[src/rtl/fft_ctrl_pkg.sv]
// ---------------------------------------------------------------------------
// fft_ctrl_pkg
// Shared definitions for the FFT frame sequencer: sequencer state encoding
// and the default frame / spectrum geometry.
// No ports (package).
// ---------------------------------------------------------------------------
package fft_ctrl_pkg;

    localparam int DEFAULT_WORD_SIZE  = 16;
    localparam int DEFAULT_NUM_POINTS = 4096;
    localparam int DEFAULT_POINT_BITS = 12;
    localparam int DEFAULT_NUM_BINS   = 1024;
    localparam int DEFAULT_BIN_BITS   = 10;

    typedef enum logic [1:0] {
        IDLE  = 2'd0,
        FEED  = 2'd1,
        DRAIN = 2'd2
    } seq_state_t;

endpackage

[src/rtl/fft_sink_holder.sv]
// ---------------------------------------------------------------------------
// fft_sink_holder
// One-entry holding register between the free-running sample strobe and the
// FFT core sink interface. A strobe loads the entry (1-cycle latency); a
// transfer (valid && ready) empties it unless a new sample loads in the same
// cycle. A strobe that finds the entry full and not draining is dropped and
// sets the sticky overrun flag.
//
// Ports:
//   clk, rst      clock, synchronous active-high reset
//   accept        strobes are only taken while high
//   sample_valid  input sample strobe
//   sample_data   input sample
//   ready         core sink ready
//   valid         entry full / sample offered to the core
//   data          held sample
//   overrun       sticky, a sample was dropped
// ---------------------------------------------------------------------------
module fft_sink_holder
    import fft_ctrl_pkg::*;
#(
    parameter int WORD_SIZE = DEFAULT_WORD_SIZE
) (
    input  logic                 clk,
    input  logic                 rst,
    input  logic                 accept,
    input  logic                 sample_valid,
    input  logic [WORD_SIZE-1:0] sample_data,
    input  logic                 ready,
    output logic                 valid,
    output logic [WORD_SIZE-1:0] data,
    output logic                 overrun
);

    logic load_req;
    logic drop;
    logic load;

    always_comb begin
        load_req = sample_valid && accept;
        // Full and stalled: nowhere to put the new sample.
        drop     = load_req && valid && !ready;
        load     = load_req && !drop;
    end

    always_ff @(posedge clk) begin
        if (rst) begin
            valid   <= 1'b0;
            data    <= '0;
            overrun <= 1'b0;
        end else begin
            // A load in the same cycle as a transfer keeps the entry full.
            if (load) begin
                valid <= 1'b1;
                data  <= sample_data;
            end else if (valid && ready) begin
                valid <= 1'b0;
            end
            if (drop) begin
                overrun <= 1'b1;
            end
        end
    end

endmodule

[src/rtl/fft_frame_sequencer.sv]
// ---------------------------------------------------------------------------
// fft_frame_sequencer
// Packs the sample strobe into NUM_POINTS-sample frames for a streaming FFT
// core (sop/eop framing, sink backpressure) and writes the first NUM_BINS
// output bins of each result frame to the spectrum RAM.
//
// Ports:
//   inClock, reset        clock, synchronous active-high reset
//   enable                run frames (looked at only on frame boundaries)
//   sampleValid/Data      input sample strobe and data
//   sinkValid/Sop/Eop/Data, sinkReady   FFT core sink interface
//   sourceValid/Sop/Eop   FFT core source framing
//   binAddr, binWrite     spectrum RAM write port
//   frameDone             one-cycle pulse per completed output frame
//   busy                  sequencer not idle
//   overrun               sticky, a sample was lost while feeding
// ---------------------------------------------------------------------------
module fft_frame_sequencer
    import fft_ctrl_pkg::*;
#(
    parameter int WORD_SIZE  = DEFAULT_WORD_SIZE,
    parameter int NUM_POINTS = DEFAULT_NUM_POINTS,
    parameter int POINT_BITS = DEFAULT_POINT_BITS,
    parameter int NUM_BINS   = DEFAULT_NUM_BINS,
    parameter int BIN_BITS   = DEFAULT_BIN_BITS
) (
    input  logic                 inClock,
    input  logic                 reset,
    input  logic                 enable,
    input  logic                 sampleValid,
    input  logic [WORD_SIZE-1:0] sampleData,
    output logic                 sinkValid,
    output logic                 sinkSop,
    output logic                 sinkEop,
    output logic [WORD_SIZE-1:0] sinkData,
    input  logic                 sinkReady,
    input  logic                 sourceValid,
    input  logic                 sourceSop,
    input  logic                 sourceEop,
    output logic [BIN_BITS-1:0]  binAddr,
    output logic                 binWrite,
    output logic                 frameDone,
    output logic                 busy,
    output logic                 overrun
);

    localparam logic [POINT_BITS-1:0] LAST_IDX  = POINT_BITS'(NUM_POINTS - 1);
    localparam logic [BIN_BITS:0]     BIN_LIMIT = (BIN_BITS + 1)'(NUM_BINS);

    seq_state_t             state;
    seq_state_t             state_next;
    logic [POINT_BITS-1:0]  in_idx;
    logic [BIN_BITS:0]      out_idx;
    logic                   armed;

    logic                   xfer;
    logic                   eop_xfer;
    logic                   accept;
    logic                   beat;
    logic                   eff_armed;
    logic [BIN_BITS:0]      eff_idx;
    logic                   wr_next;
    logic                   done_next;

    // Input side: holder, framing and frame index
    always_comb begin
        xfer     = sinkValid && sinkReady;
        eop_xfer = xfer && (in_idx == LAST_IDX);
        // A strobe coinciding with the eop transfer belongs to the drain
        // window and is discarded, so the holder is empty throughout DRAIN.
        accept   = (state == FEED) && !eop_xfer;
    end

    fft_sink_holder #(
        .WORD_SIZE (WORD_SIZE)
    ) u_holder (
        .clk          (inClock),
        .rst          (reset),
        .accept       (accept),
        .sample_valid (sampleValid),
        .sample_data  (sampleData),
        .ready        (sinkReady),
        .valid        (sinkValid),
        .data         (sinkData),
        .overrun      (overrun)
    );

    assign sinkSop = sinkValid && (in_idx == '0);
    assign sinkEop = sinkValid && (in_idx == LAST_IDX);
    assign busy    = (state != IDLE);

    // NUM_POINTS is a power of two, so the natural wrap returns to 0 after eop.
    always_ff @(posedge inClock) begin
        if (reset) begin
            in_idx <= '0;
        end else if (state == IDLE) begin
            in_idx <= '0;
        end else if (xfer) begin
            in_idx <= in_idx + 1'b1;
        end
    end

    // Sequencer FSM
    always_ff @(posedge inClock) begin
        if (reset) begin
            state <= IDLE;
        end else begin
            state <= state_next;
        end
    end

    always_comb begin
        state_next = state;
        case (state)
            IDLE:    if (enable)    state_next = FEED;
            FEED:    if (eop_xfer)  state_next = DRAIN;
            DRAIN:   if (frameDone) state_next = enable ? FEED : IDLE;
            default: state_next = IDLE;
        endcase
    end

    // Output side: bin writer
    always_comb begin
        beat      = sourceValid && (state != IDLE);
        // A sop beat both arms and restarts the count in the same cycle.
        eff_armed = sourceSop || armed;
        eff_idx   = sourceSop ? '0 : out_idx;
        wr_next   = beat && eff_armed && (eff_idx < BIN_LIMIT);
        done_next = beat && eff_armed && sourceEop;
    end

    always_ff @(posedge inClock) begin
        if (reset) begin
            out_idx   <= '0;
            armed     <= 1'b0;
            binWrite  <= 1'b0;
            binAddr   <= '0;
            frameDone <= 1'b0;
        end else begin
            binWrite  <= wr_next;
            frameDone <= done_next;
            if (wr_next) begin
                binAddr <= eff_idx[BIN_BITS-1:0];
            end
            // Counting stops at NUM_BINS so the index can never wrap back
            // into the written range on long frames.
            if (beat && eff_armed) begin
                out_idx <= wr_next ? eff_idx + 1'b1 : eff_idx;
            end
            if (done_next) begin
                armed <= 1'b0;
            end else if (beat && sourceSop) begin
                armed <= 1'b1;
            end
        end
    end

endmodule

[config.mk]
export PLATFORM = sky130hd
export DESIGN_NAME = fft_frame_sequencer
export DESIGN_NICKNAME = d
export VERILOG_FILES = /design/src/rtl/fft_ctrl_pkg.sv /design/src/rtl/fft_sink_holder.sv /design/src/rtl/fft_frame_sequencer.sv
export SDC_FILE = /design/constraint.sdc
export NUM_CORES = 1
export LEC_CHECK = 0
export CORE_AREA = 2 2 79 81
export DETAILED_ROUTE_END_ITERATION = 8
export DIE_AREA = 0 0 81 83
export GPL_ROUTABILITY_DRIVEN = 0
export PLACE_DENSITY = 0.76
export SYNTH_ARGS = -nofsm -noshare
export SYNTH_HDL_FRONTEND = slang
export SYNTH_SLANG_ARGS = --single-unit
[constraint.sdc]
create_clock -name inClock -period 2.4 [get_ports inClock]
set_clock_uncertainty 0.1 [all_clocks]
set_input_delay 0.6 -clock inClock [delete_from_list [all_inputs] [get_ports inClock]]
set_output_delay 0.6 -clock inClock [all_outputs]
set_load 0.05 [all_outputs]
# Yosys cells after proc, flatten, opt, wreduce, memory -nomap -nowiden
# Index checks and enable logic that the tools add are counted.
dict set report totals {
  register_bits 56
  in_bits 24
}
dict set report op_classes {
  n_addsub 2
  n_lt_le_gt_ge 1
  n_eq_ne 6
  mux 9
  reduce_logical 25
}
# cell count
set ops {}
lappend ops {{$mux W11} 2}
lappend ops {{$logic_and A1 B1 Y1} 14}
lappend ops {{$add A12 B1 Y12 const B} 1}
lappend ops {{$eq A12 B12 Y1 const B} 1}
lappend ops {{$logic_not A12 Y1} 1}
lappend ops {{$add A11 B1 Y11 const B} 1}
lappend ops {{$lt A11 B11 Y1 const B} 1}
lappend ops {{$mux W2} 3}
lappend ops {{$ne A2 B2 Y1 const B} 3}
lappend ops {{$pmux W2 S3} 1}
lappend ops {{$reduce_bool A2 Y1} 2}
lappend ops {{$reduce_or A2 Y1} 2}
lappend ops {{$logic_not A1 Y1} 3}
lappend ops {{$mux W1} 3}
lappend ops {{$reduce_and A3 Y1} 1}
lappend ops {{$eq A2 B1 Y1 const B} 1}
lappend ops {{$eq A2 B2 Y1 const B} 1}
lappend ops {{$logic_not A2 Y1} 1}
lappend ops {{$logic_or A1 B1 Y1} 1}

# Logic depth before layout (Yosys ltp)
# Gate-level depths: netlist of run 1.
dict set report logic_depth {
  word_depth 10
  ltp_mapped 7
}

# Cells and area by module
# From an unflattened synthesis of run 1, not the netlist that was laid out.
dict set report hier_totals {
  cells_unflattened 284
  area_unflattened_um2 2623.8
}
# module instances cells_each area_per_inst_um2 seq_area_each_um2
set modules_own_cells {}
lappend modules_own_cells {fft_frame_sequencer 1 207 1813.0 760.7}
lappend modules_own_cells {fft_sink_holder 1 77 810.8 360.3}

# Worst setup path after synthesis of run 1
# OpenSTA, ideal clock, no wires.
dict set report synth_path {
  path_kind {reg-to-output}
  startpoint {register u_holder.valid}
  endpoint {output port sinkSop}
  arrival_ps 1505
  slack_ps 195
  stages_incl_launch_ff 4
  path_buffers 1
  path_cell_list {dfxtp_1 -> buf_4 -> and4bb_2 -> and3_1}
}
dict set report synth_via {
  elab_chain_cells 1
}
# item line_no
set synth_lines {}
lappend synth_lines {{start, declared} fft_sink_holder.sv:30} ;# output logic valid,
lappend synth_lines {{start signal, assigned} fft_sink_holder.sv:48} ;# valid <= 1'b0;
lappend synth_lines {{start signal, assigned} fft_sink_holder.sv:54} ;# valid <= 1'b1;
lappend synth_lines {{start signal, assigned} fft_sink_holder.sv:57} ;# valid <= 1'b0;
lappend synth_lines {{$logic_and A1 B1 Y1} fft_frame_sequencer.sv:88} ;# assign sinkSop = sinkValid && (in_idx == '0);
lappend synth_lines {{end, declared} fft_frame_sequencer.sv:33} ;# output logic sinkSop,
# No other way between the ends.

# Worst setup path after layout of run 1
dict set report layout_path {
  startpoint {register in_idx[0]}
  endpoint {output port sinkEop}
}
dict set report layout_via {
  elab_chain_cells 2
}
# item line_no
set layout_lines {}
lappend layout_lines {{start, declared} fft_frame_sequencer.sv:52} ;# logic [POINT_BITS-1:0] in_idx;
lappend layout_lines {{start signal, assigned} fft_frame_sequencer.sv:99} ;# in_idx <= in_idx + 1'b1;
lappend layout_lines {{$eq A12 B12 Y1} fft_frame_sequencer.sv:89} ;# assign sinkEop = sinkValid && (in_idx == LAST_IDX);
lappend layout_lines {{$logic_and A1 B1 Y1} fft_frame_sequencer.sv:89}
lappend layout_lines {{end, declared} fft_frame_sequencer.sv:34} ;# output logic sinkEop,
# No other way between the ends.

==> results of run 1 <==
==> critical path: stages, from the launching register on <==
cell and delay, ns:
dfxtp_2 0.37, ha_1 0.19, nand4_1 0.15, nor3_2 0.23, and2_4 0.20, buf_12 0.13
==> power breakdown <==
group          internal, mW  leakage, nW  switching, mW
sequential            0.948        0.454         0.0146
clock                 0.315       0.0548          0.314
combinational         0.118        0.740          0.141
==> stage by stage <==
| stage | worst slack (ns) | hold WS, ns |
|---|---|---|
| 4_1_cts | 0.0188 | 0.357 |
| 6_report | 0.102 | 0.353 |
| 2_1_floorplan | 0.195 | 0.340 |
| 3_3_place_gp | 0.0753 | 0.343 |
| 3_5_place_dp | -0.0898 | 0.344 |
| 5_1_grt | -0.0152 | 0.374 |
==> per-layer routing <==
layer | wire length, µm | vias to the layer above | global-route usage, %
met1 | 2660 | 1057 | 21.7
met4 | 91 | 0 | 6.78
met3 | 270 | 10 | 4.13
met5 | 0 | - | 0
met2 | 2720 | 53 | 31.4
li1 | - | 1137 | -
==> sequential cells by signal, summed over array words and instances (netlist names) <==
name,cells
binAddr,10
u_holder.data,16
u_holder.overrun,1
armed,1
u_holder.valid,1
in_idx,12
binWrite,1
state,2
frameDone,1
out_idx,11
==> cell usage in the layout, fill, tap and decap left out, drive strengths merged, types with 3 or more instances in the layout <==
master and count:
a21oi 21, and2 4, and3 4, buf 23, clkbuf 5, clkdlybuf4s50 51
dfxtp 56, ha 3, inv 5, mux2i 16, nand2 32, nand2b 35
nand3 4, nand3b 9, nand4 7, nor2 21, nor2b 5, nor3 5
nor4 5, xnor2 8, xor2 3
==> cells by family (layout without fill, tap and decap cells) <==
kind of cell             after synthesis  count (layout)
AO/OA/AOI/OAI                         44              44
XOR/XNOR                              11              11
adder cells (fa/ha/maj)                3               3
buffers and inverters                 22              86
flip-flops                            56              56
multiplexers                          17              17
AND/OR/NAND/NOR                      140             140
==> final cells by class <==
| type | instances | share of cell area, % |
|---|---|---|
| clock buffer | 5 | 1.98 |
| clock inverter | 3 | 1.34 |
| inverter | 4 | 0.433 |
| timing repair buffer | 74 | 21.1 |
| tap | 75 | 2.71 |
| multi-input combinational | 215 | 40.1 |
| sequential | 56 | 32.4 |
==> cells in the mapped netlist (3+ instances only) <==
cell      number
a21oi_1       21
and2_1         4
and3_1         4
buf_2          3
clkbuf_1       5
dfxtp_1       56
ha_1           3
inv_1          4
mux2i_1       16
nand2_1       32
nand2b_1      35
nand3_1        4
nand3b_1       9
nand4_1        6
nor2_1        21
nor2b_1        5
nor3_1         5
nor4_1         5
xnor2_1        8
xor2_1         3
==> path summary, 6_finish.rpt <==
check | endpoint
worst max-delay path | sinkEop
worst min-delay path | binAddr[7]$_SDFFE_PP0P_
worst max register to register | state[0]$_SDFFE_PP0P_
worst min register to register | binAddr[7]$_SDFFE_PP0P_
==> repair_timing <==
action                     in CTS  in global routing
pin swaps                       1                  2
hold buffers                    0                  0
setup endpoints to repair       1                  1
setup buffers                   1                  1
resized for setup               2                  2
==> impl_metrics.py, run 1 <==
metrics = {
    "setup_path": {
        "critPathArrivalTime_ns": 1.60,
        "worstSetupPathType": "flop to primary output",
        "critPathLaunchType": "flop",
        "r2r_start": "in_idx[0]$_SDFFE_PP0P_",
        "timing.critical_path.from": "in_idx[0]$_SDFFE_PP0P_",
        "regToRegSetupSlack_ns": 0.71,
        "cp.required_ns": 1.70,
        "cp-end-kind": "primary output",
        "r2r_cells": 7,
        "cp_max_fo": 4,
    },
    "floorplanning": {
        "chipHeight_um": 83,
        "rows": 28,
        "dieArea_mm2": 0.00672,
        "die_width_um": 81,
        "ios": 57,
        "start_util_pct": 45.3,
        "fp.coreArea_mm2": 0.00582,
    },
    "route": {
        "drt-total-wl_um": 5750,
        "firstDrtPassIters": 4,
        "viasPerCell": 5.22,
        "vias": 2257,
        "drt_iter0_markers": 135,
        "drcViolationCount": 0,
        "final_antenna_net_count": 0,
        "wl_per_cell_um": 13.3,
    },
    "clocking": {
        "cts_tree": "done",
        "clockRootBuffer": "clkbuf_8",
        "clkTransAtPathRegs_ns": 0.11,
        "clockBufferDepth": 2,
        "cts.sinks": 56,
        "cts_htree_levels": 2,
        "clock_latency_ns": 0.31,
        "cts_buffers": 5,
    },
    "final_layout": {
        "fin_nets": 383,
        "final_util_pct": 59.6,
        "n_fill_cell": 515,
        "multi_input_comb_area_mm2": 0.00139,
        "final_cells": 432,
        "regArea_mm2": 0.00112,
        "diodes": 0,
        "layout-drive-gt1-share_pct": 12.0,
        "stdcell_area_mm2": 0.00347,
        "area_growth_pct": 31.6,
    },
    "sta": {
        "setup-violations-final": 0,
        "fin_crit_sh_pct": 95.7,
        "hold_viol_final": 0,
        "setup_tns_ns": 0,
        "fin_crit_ns": 2.30,
        "slew_headroom_pct": 65.9,
        "worst_pin_slew_ns": 0.510,
        "fmax_ghz": 0.435,
        "slew_violations": 0,
    },
    "yosys": {
        "synth_top_area_share_pct": 42.5,
        "async_reset_ff_share_pct": 0,
        "syn-num-nets": 320,
        "muxShareOfSynthArea_pct": 6.51,
        "yosys.area_share.xor_xnor_pct": 3.66,
        "seq_area_frac_synth_pct": 42.5,
        "ys_ff_latch": 56,
        "synth_area_mm2": 0.00264,
        "synth_top_family_by_area": "simple AND/OR/NAND/NOR gates",
        "avgSynthCellArea_um2": 8.99,
        "synth_edf_count": 0,
        "postSynthCellCount": 293,
        "synthAdderAreaFrac_pct": 1.42,
        "synth-compound-area-share_pct": 11.2,
        "synth_cell_types": 51,
        "synthSimpleGateAreaFrac_pct": 29.5,
        "synthTopCellsByArea": "dfxtp_1 43%, nand2b_1 8.3%, mux2i_1 6.1%, nand2_1 4.6%, a21oi_1 4.0%",
        "synth-warning-count": 0,
        "yosysTopAreaCell": "dfxtp_1",
        "synthFlopType": "dfxtp_1",
    },
    "global_routing": {
        "grt_start_max_net_pins": 31,
        "grt_pass1_vias": 2294,
        "track_usage_pct": 18.2,
        "grt_antenna_before_repair": 0,
        "grt-ovfl-total": 0,
        "grt_pass1_wl_um": 9970,
    },
    "min_path": {
        "hold-path-cell-count": 2,
        "worstHoldStart": "binAddr[7]$_SDFFE_PP0P_",
        "hold_class": "flop to flop",
    },
    "power_and_ir_drop": {
        "vdd_drop_max_uv": 310,
        "fin_total_pwr_mw": 1.85,
        "power_density_mw_per_mm2": 534,
        "power.leakage_nw": 1.25,
    },
    "place": {
        "post-place-cells": 422,
        "io_buffers": 56,
        "place_area_mm2": 0.00333,
        "dp_hpwl_um": 4150,
    },
    "flow_run": {
        "maxCapViolations": 0,
    },
    "status": {
        "status": "finished clean",
    },
}
(Power assumes the default switching activity.)
==> run 2, diff against run 1 <==
CORE_AREA = 5 5 82 84   (was 2 2 79 81)
DIE_AREA = 0 0 87 89   (was 0 0 81 83)
==> impl_metrics.py, run 2 (synthesis results as in run 1) <==
metrics = {
    "global_routing": {
        "grt_start_max_net_pins": 25,
        "grt_pass1_wl_um": 9640,
        "grt_pass1_vias": 2179,
        "grt-ovfl-total": 0,
        "grt_antenna_before_repair": 0,
        "track_usage_pct": 15.2,
    },
    "sta": {
        "whs_ns": 0.354,
        "setup_tns_ns": 0,
        "rsz0062_at_grt": "false",
        "fin_crit_sh_pct": 94.8,
        "slew_headroom_pct": 65.5,
        "worst_pin_slew_ns": 0.515,
        "hold_viol_final": 0,
        "fmax_ghz": 0.439,
        "fin_crit_ns": 2.28,
        "setup-violations-final": 0,
        "slew_violations": 0,
    },
    "clocking": {
        "ctsResizeCount": 1,
        "cts_htree_levels": 2,
        "cts.sinks": 56,
        "cts_tree": "done",
        "cts_hold_buf": 0,
        "clock_latency_ns": 0.30,
        "clockBufferDepth": 2,
        "clkTransAtPathRegs_ns": 0.10,
        "clockRootBuffer": "clkbuf_8",
        "cts_setup_buffers": 0,
        "cts_buffers": 5,
    },
    "flow_run": {
        "maxCapViolations": 0,
    },
    "route": {
        "final_antenna_net_count": 0,
        "viasPerCell": 5.18,
        "firstDrtPassIters": 6,
        "drt-total-wl_um": 5720,
        "drcViolationCount": 0,
        "wl_per_cell_um": 13.2,
        "vias": 2243,
        "drt_iter0_markers": 49,
    },
    "place": {
        "place_area_mm2": 0.00334,
        "io_buffers": 56,
        "dp_hpwl_um": 4270,
    },
    "setup_path": {
        "critPathLaunchType": "flop",
        "cp-end-kind": "primary output",
        "critPathArrivalTime_ns": 1.58,
        "cp_max_fo": 4,
        "worstSetupPathType": "flop to primary output",
        "cp.required_ns": 1.70,
    },
    "power_and_ir_drop": {
        "vdd_drop_max_uv": 326,
        "fin_total_pwr_mw": 1.92,
        "intPower_mw": 1.48,
        "power.leakage_nw": 1.27,
        "sw_frac_of_total_pct": 23.2,
        "power_density_mw_per_mm2": 552,
        "power_frac_clock_pct": 36.6,
        "seqPwrFrac_pct": 50.1,
        "p_switching_uw": 446,
        "comb_power_share_pct": 13.3,
    },
    "status": {
        "status": "finished clean",
    },
    "final_layout": {
        "largest_register": "u_holder.data",
        "stdcell_area_mm2": 0.00348,
        "n_fill_cell": 509,
        "area_growth_pct": 32.1,
        "final_common_cell": "dfxtp_1",
        "largest_reg_flops": 16,
        "final_cell_mix": "55 x dfxtp_1, 51 x clkdlybuf4s50_1, 35 x nand2b_1, 32 x nand2_1",
        "largestRegisters": "u_holder.data x16, in_idx x12, out_idx x11",
        "fin_nets": 385,
        "layout-drive-gt1-share_pct": 12.0,
        "diodes": 0,
    },
    "min_path": {
        "hold_class": "flop to flop",
    },
    "floorplanning": {
        "fp.coreArea_mm2": 0.00585,
        "chipHeight_um": 89,
        "rows": 28,
        "die_width_um": 87,
        "start_util_pct": 45.0,
        "dieArea_mm2": 0.00774,
        "ios": 57,
    },
}
run 2: final cells by class:
type,instances,area (µm²),area share (%)
Sequential cell,56,1120,32.2
Clock inverter,2,60.1,1.72
Multi-Input combinational cell,215,1390,39.9
Tap cell,75,93.8,2.69
Timing Repair Buffer,76,733,21.1
Clock buffer,5,68.8,1.98
Inverter,4,15.0,0.431
run 2: per-layer routing:
layer,vias to the layer above,share of wire (%),global-route usage (%)
li1,1139,-,-
met1,1043,45,18.2
met2,56,49,27.9
met3,5,5.1,3.41
met4,0,0.77,3.40
met5,-,0,0
run 2: worst paths after layout:
| path | startpoint | end | cells after the start | slack [ns] |
|---|---|---|---|---|
| setup reg to reg | state[1]$_SDFFE_PP0P_ | out_idx[9]$_SDFFE_PP0P_ | 4 | 0.70 |
| setup / recovery | in_idx[0]$_SDFFE_PP0P_ | sinkEop | 5 | 0.12 |
| hold / removal | binAddr[7]$_SDFFE_PP0P_ | binAddr[7]$_SDFFE_PP0P_ | 2 | 0.35 |
| hold reg to reg | binAddr[7]$_SDFFE_PP0P_ | binAddr[7]$_SDFFE_PP0P_ | 2 | 0.35 |
run 2: critical path, stage by stage, from the launching register on:
cell and delay [ns]:
dfxtp_1 0.38, ha_1 0.18, nand4_1 0.16, nor3_2 0.23, and2_4 0.19, buf_12 0.13
run 2: power by group through the flow:
stage               Combinational (mW)  Sequential [mW]  Clock, mW
floorplan                        0.106             1.04          0
global placement                 0.255            0.984          0
detailed placement               0.258            0.984          0
CTS                              0.259            0.963      0.721
global route                     0.274            0.966      0.758
finish                           0.256            0.962      0.703
run 2: metrics by stage:
step                utilization (%)  worst slack, ns  instances
CTS                            59.5           0.0394        433
global route                   59.5           0.0115        433
floorplan                         -            0.195        293
finish                         59.5            0.124        433
global placement               57.2            0.118        426
detailed placement             57.2           0.0550        426
==> run 3, diff against run 2 <==
CORE_AREA = 3 3 80 82   (was 5 5 82 84)
DIE_AREA = 0 0 83 85   (was 0 0 87 89)
==> impl_metrics.py, run 3 (synthesis results as in run 1) <==
metrics = {
    "sta": {
        "fin_crit_ns": 2.33,
        "worst_pin_slew_ns": 0.527,
        "slew_violations": 0,
        "setup_tns_ns": 0,
        "fin_crit_sh_pct": 97.2,
        "setup-violations-final": 0,
        "hold_viol_final": 0,
        "fmax_ghz": 0.429,
        "slew_headroom_pct": 64.8,
    },
    "route": {
        "drcViolationCount": 0,
        "firstDrtPassIters": 4,
        "final_antenna_net_count": 0,
        "vias": 2257,
        "wl_per_cell_um": 12.9,
        "viasPerCell": 5.22,
        "drt-total-wl_um": 5580,
        "drt_iter0_markers": 81,
    },
    "setup_path": {
        "r2r_cells": 7,
        "r2r_end": "u_holder.data[8]$_SDFFE_PP0P_",
        "cp.required_ns": 1.70,
        "cp_max_fo": 5,
        "critPathArrivalTime_ns": 1.63,
        "worstSetupPathType": "flop to primary output",
        "critPathLaunchType": "flop",
        "r2r_start": "in_idx[1]$_SDFFE_PP0P_",
        "cp-end-kind": "primary output",
        "regToRegSetupSlack_ns": 0.62,
    },
    "clocking": {
        "clockBufferDepth": 2,
        "cts.sinks": 56,
        "cts_tree": "done",
        "cts_htree_levels": 2,
        "cts_buffers": 5,
        "clkTransAtPathRegs_ns": 0.10,
        "cts_hold_buf": 0,
        "clockRootBuffer": "clkbuf_8",
        "clock_latency_ns": 0.30,
    },
    "power_and_ir_drop": {
        "fin_total_pwr_mw": 1.82,
        "power.leakage_nw": 1.27,
        "vdd_drop_max_uv": 257,
        "power_density_mw_per_mm2": 522,
    },
    "floorplanning": {
        "rows": 28,
        "start_util_pct": 45.3,
        "fp.coreArea_mm2": 0.00582,
        "dieArea_mm2": 0.00706,
        "ios": 57,
        "chipHeight_um": 85,
        "die_width_um": 83,
    },
    "final_layout": {
        "area_growth_pct": 32.2,
        "diodes": 0,
        "n_fill_cell": 543,
        "layout-drive-gt1-share_pct": 12.0,
        "final_common_cell": "dfxtp_1",
        "fin_nets": 383,
        "largest_reg_flops": 16,
        "largest_register": "u_holder.data",
        "largestRegisters": "u_holder.data x16, in_idx x12, out_idx x11",
        "final_cell_mix": "54 x dfxtp_1, 51 x clkdlybuf4s50_1, 35 x nand2b_1, 32 x nand2_1",
    },
    "min_path": {
        "worstHoldStart": "binAddr[5]$_SDFFE_PP0P_",
        "hold_class": "flop to flop",
        "hold-path-cell-count": 2,
        "worstHoldEndpoint": "binAddr[5]$_SDFFE_PP0P_",
    },
    "global_routing": {
        "grt_start_max_net_pins": 52,
        "grt_pass1_vias": 2025,
        "track_usage_pct": 15.6,
        "grt_pass1_wl_um": 9300,
        "grt-ovfl-total": 0,
        "grt_antenna_before_repair": 0,
    },
    "flow_run": {
        "maxCapViolations": 0,
    },
    "place": {
        "io_buffers": 56,
        "dp_hpwl_um": 3900,
    },
    "status": {
        "status": "finished clean",
    },
}
-- run 3: cell types whose count changed in the layout (fill, tap and decap cells not counted), sizes merged --
| cell | delta |
|---|---|
| clkinv | +1 |
| buf | -2 |
| clkbuf | +1 |
| bufinv | -1 |
-- run 3: routing by layer --
layer | GRT usage (%) | part of all wire, % | vias up
met5 | 0 | 0 | -
met4 | 4.01 | 1.7 | 0
met3 | 3.79 | 4.4 | 15
met2 | 26.3 | 47 | 64
met1 | 20.0 | 47 | 1036
li1 | - | - | 1142
-- run 3: final cells by class --
class	count	area (µm²)	share of cell area, %
clock buffers	6	72.6	2.08
multi-input cells	215	1400	40.1
well taps	75	93.8	2.69
inverters	4	15.0	0.431
repair buffers	74	743	21.3
clock inverters	2	35.0	1.01
flip-flops and latches	56	1130	32.3
-- run 3: power breakdown --
group,switching [mW],total [mW],leakage [nW],internal [mW]
clock,0.289,0.600,0.0552,0.310
combinational,0.140,0.258,0.758,0.118
sequential,0.0145,0.961,0.455,0.947
total,0.444,1.82,1.27,1.38
-- run 3: timing repair --
| item | 4_1_cts | 5_1_grt |
|---|---|---|
| endpoints found under the setup margin | 1 | 1 |
| resized for setup | 2 | 5 |
| buffers inserted | 0 | 3 |
| cloned | 0 | 0 |
| pin swaps | 0 | 2 |
-- run 3: critical path, cell delays in order, from the launching register on --
cell     delay (ns)
dfxtp_4        0.38
ha_2           0.18
nand4_1        0.17
nor3_4         0.28
and2_4         0.20
buf_12         0.13
-- run 3: stage by stage --
step / cells / hold slack [ns] / cell area [µm²] / utilization (%) / setup WS, ns
6_report: 432 / 0.355 / 3480 / 59.9 / 0.0676
5_1_grt: 432 / 0.377 / 3480 / 59.9 / -0.0113
4_1_cts: 429 / 0.359 / 3450 / 59.3 / 0.0439
3_5_place_dp: 421 / 0.345 / 3330 / 57.3 / 0.0606
3_3_place_gp: 421 / 0.343 / 3330 / 57.3 / 0.146
2_1_floorplan: 293 / 0.340 / 2640 / - / 0.195
-- run 3: how the worst max path moves through the flow --
stage / start / to / slack [ns] / cells past startpoint
after floorplan: u_holder.valid$_SDFFE_PP0P_ / sinkSop / 0.20 / 3
after global placement: sourceSop / out_idx[9]$_SDFFE_PP0P_ / 0.15 / 5
after CTS: in_idx[1]$_SDFFE_PP0P_ / sinkEop / 0.04 / 5
after global routing: in_idx[1]$_SDFFE_PP0P_ / sinkEop / -0.01 / 5
after detailed placement: sourceSop / out_idx[6]$_SDFFE_PP0P_ / 0.06 / 6
final: in_idx[1]$_SDFFE_PP0P_ / sinkEop / 0.07 / 5
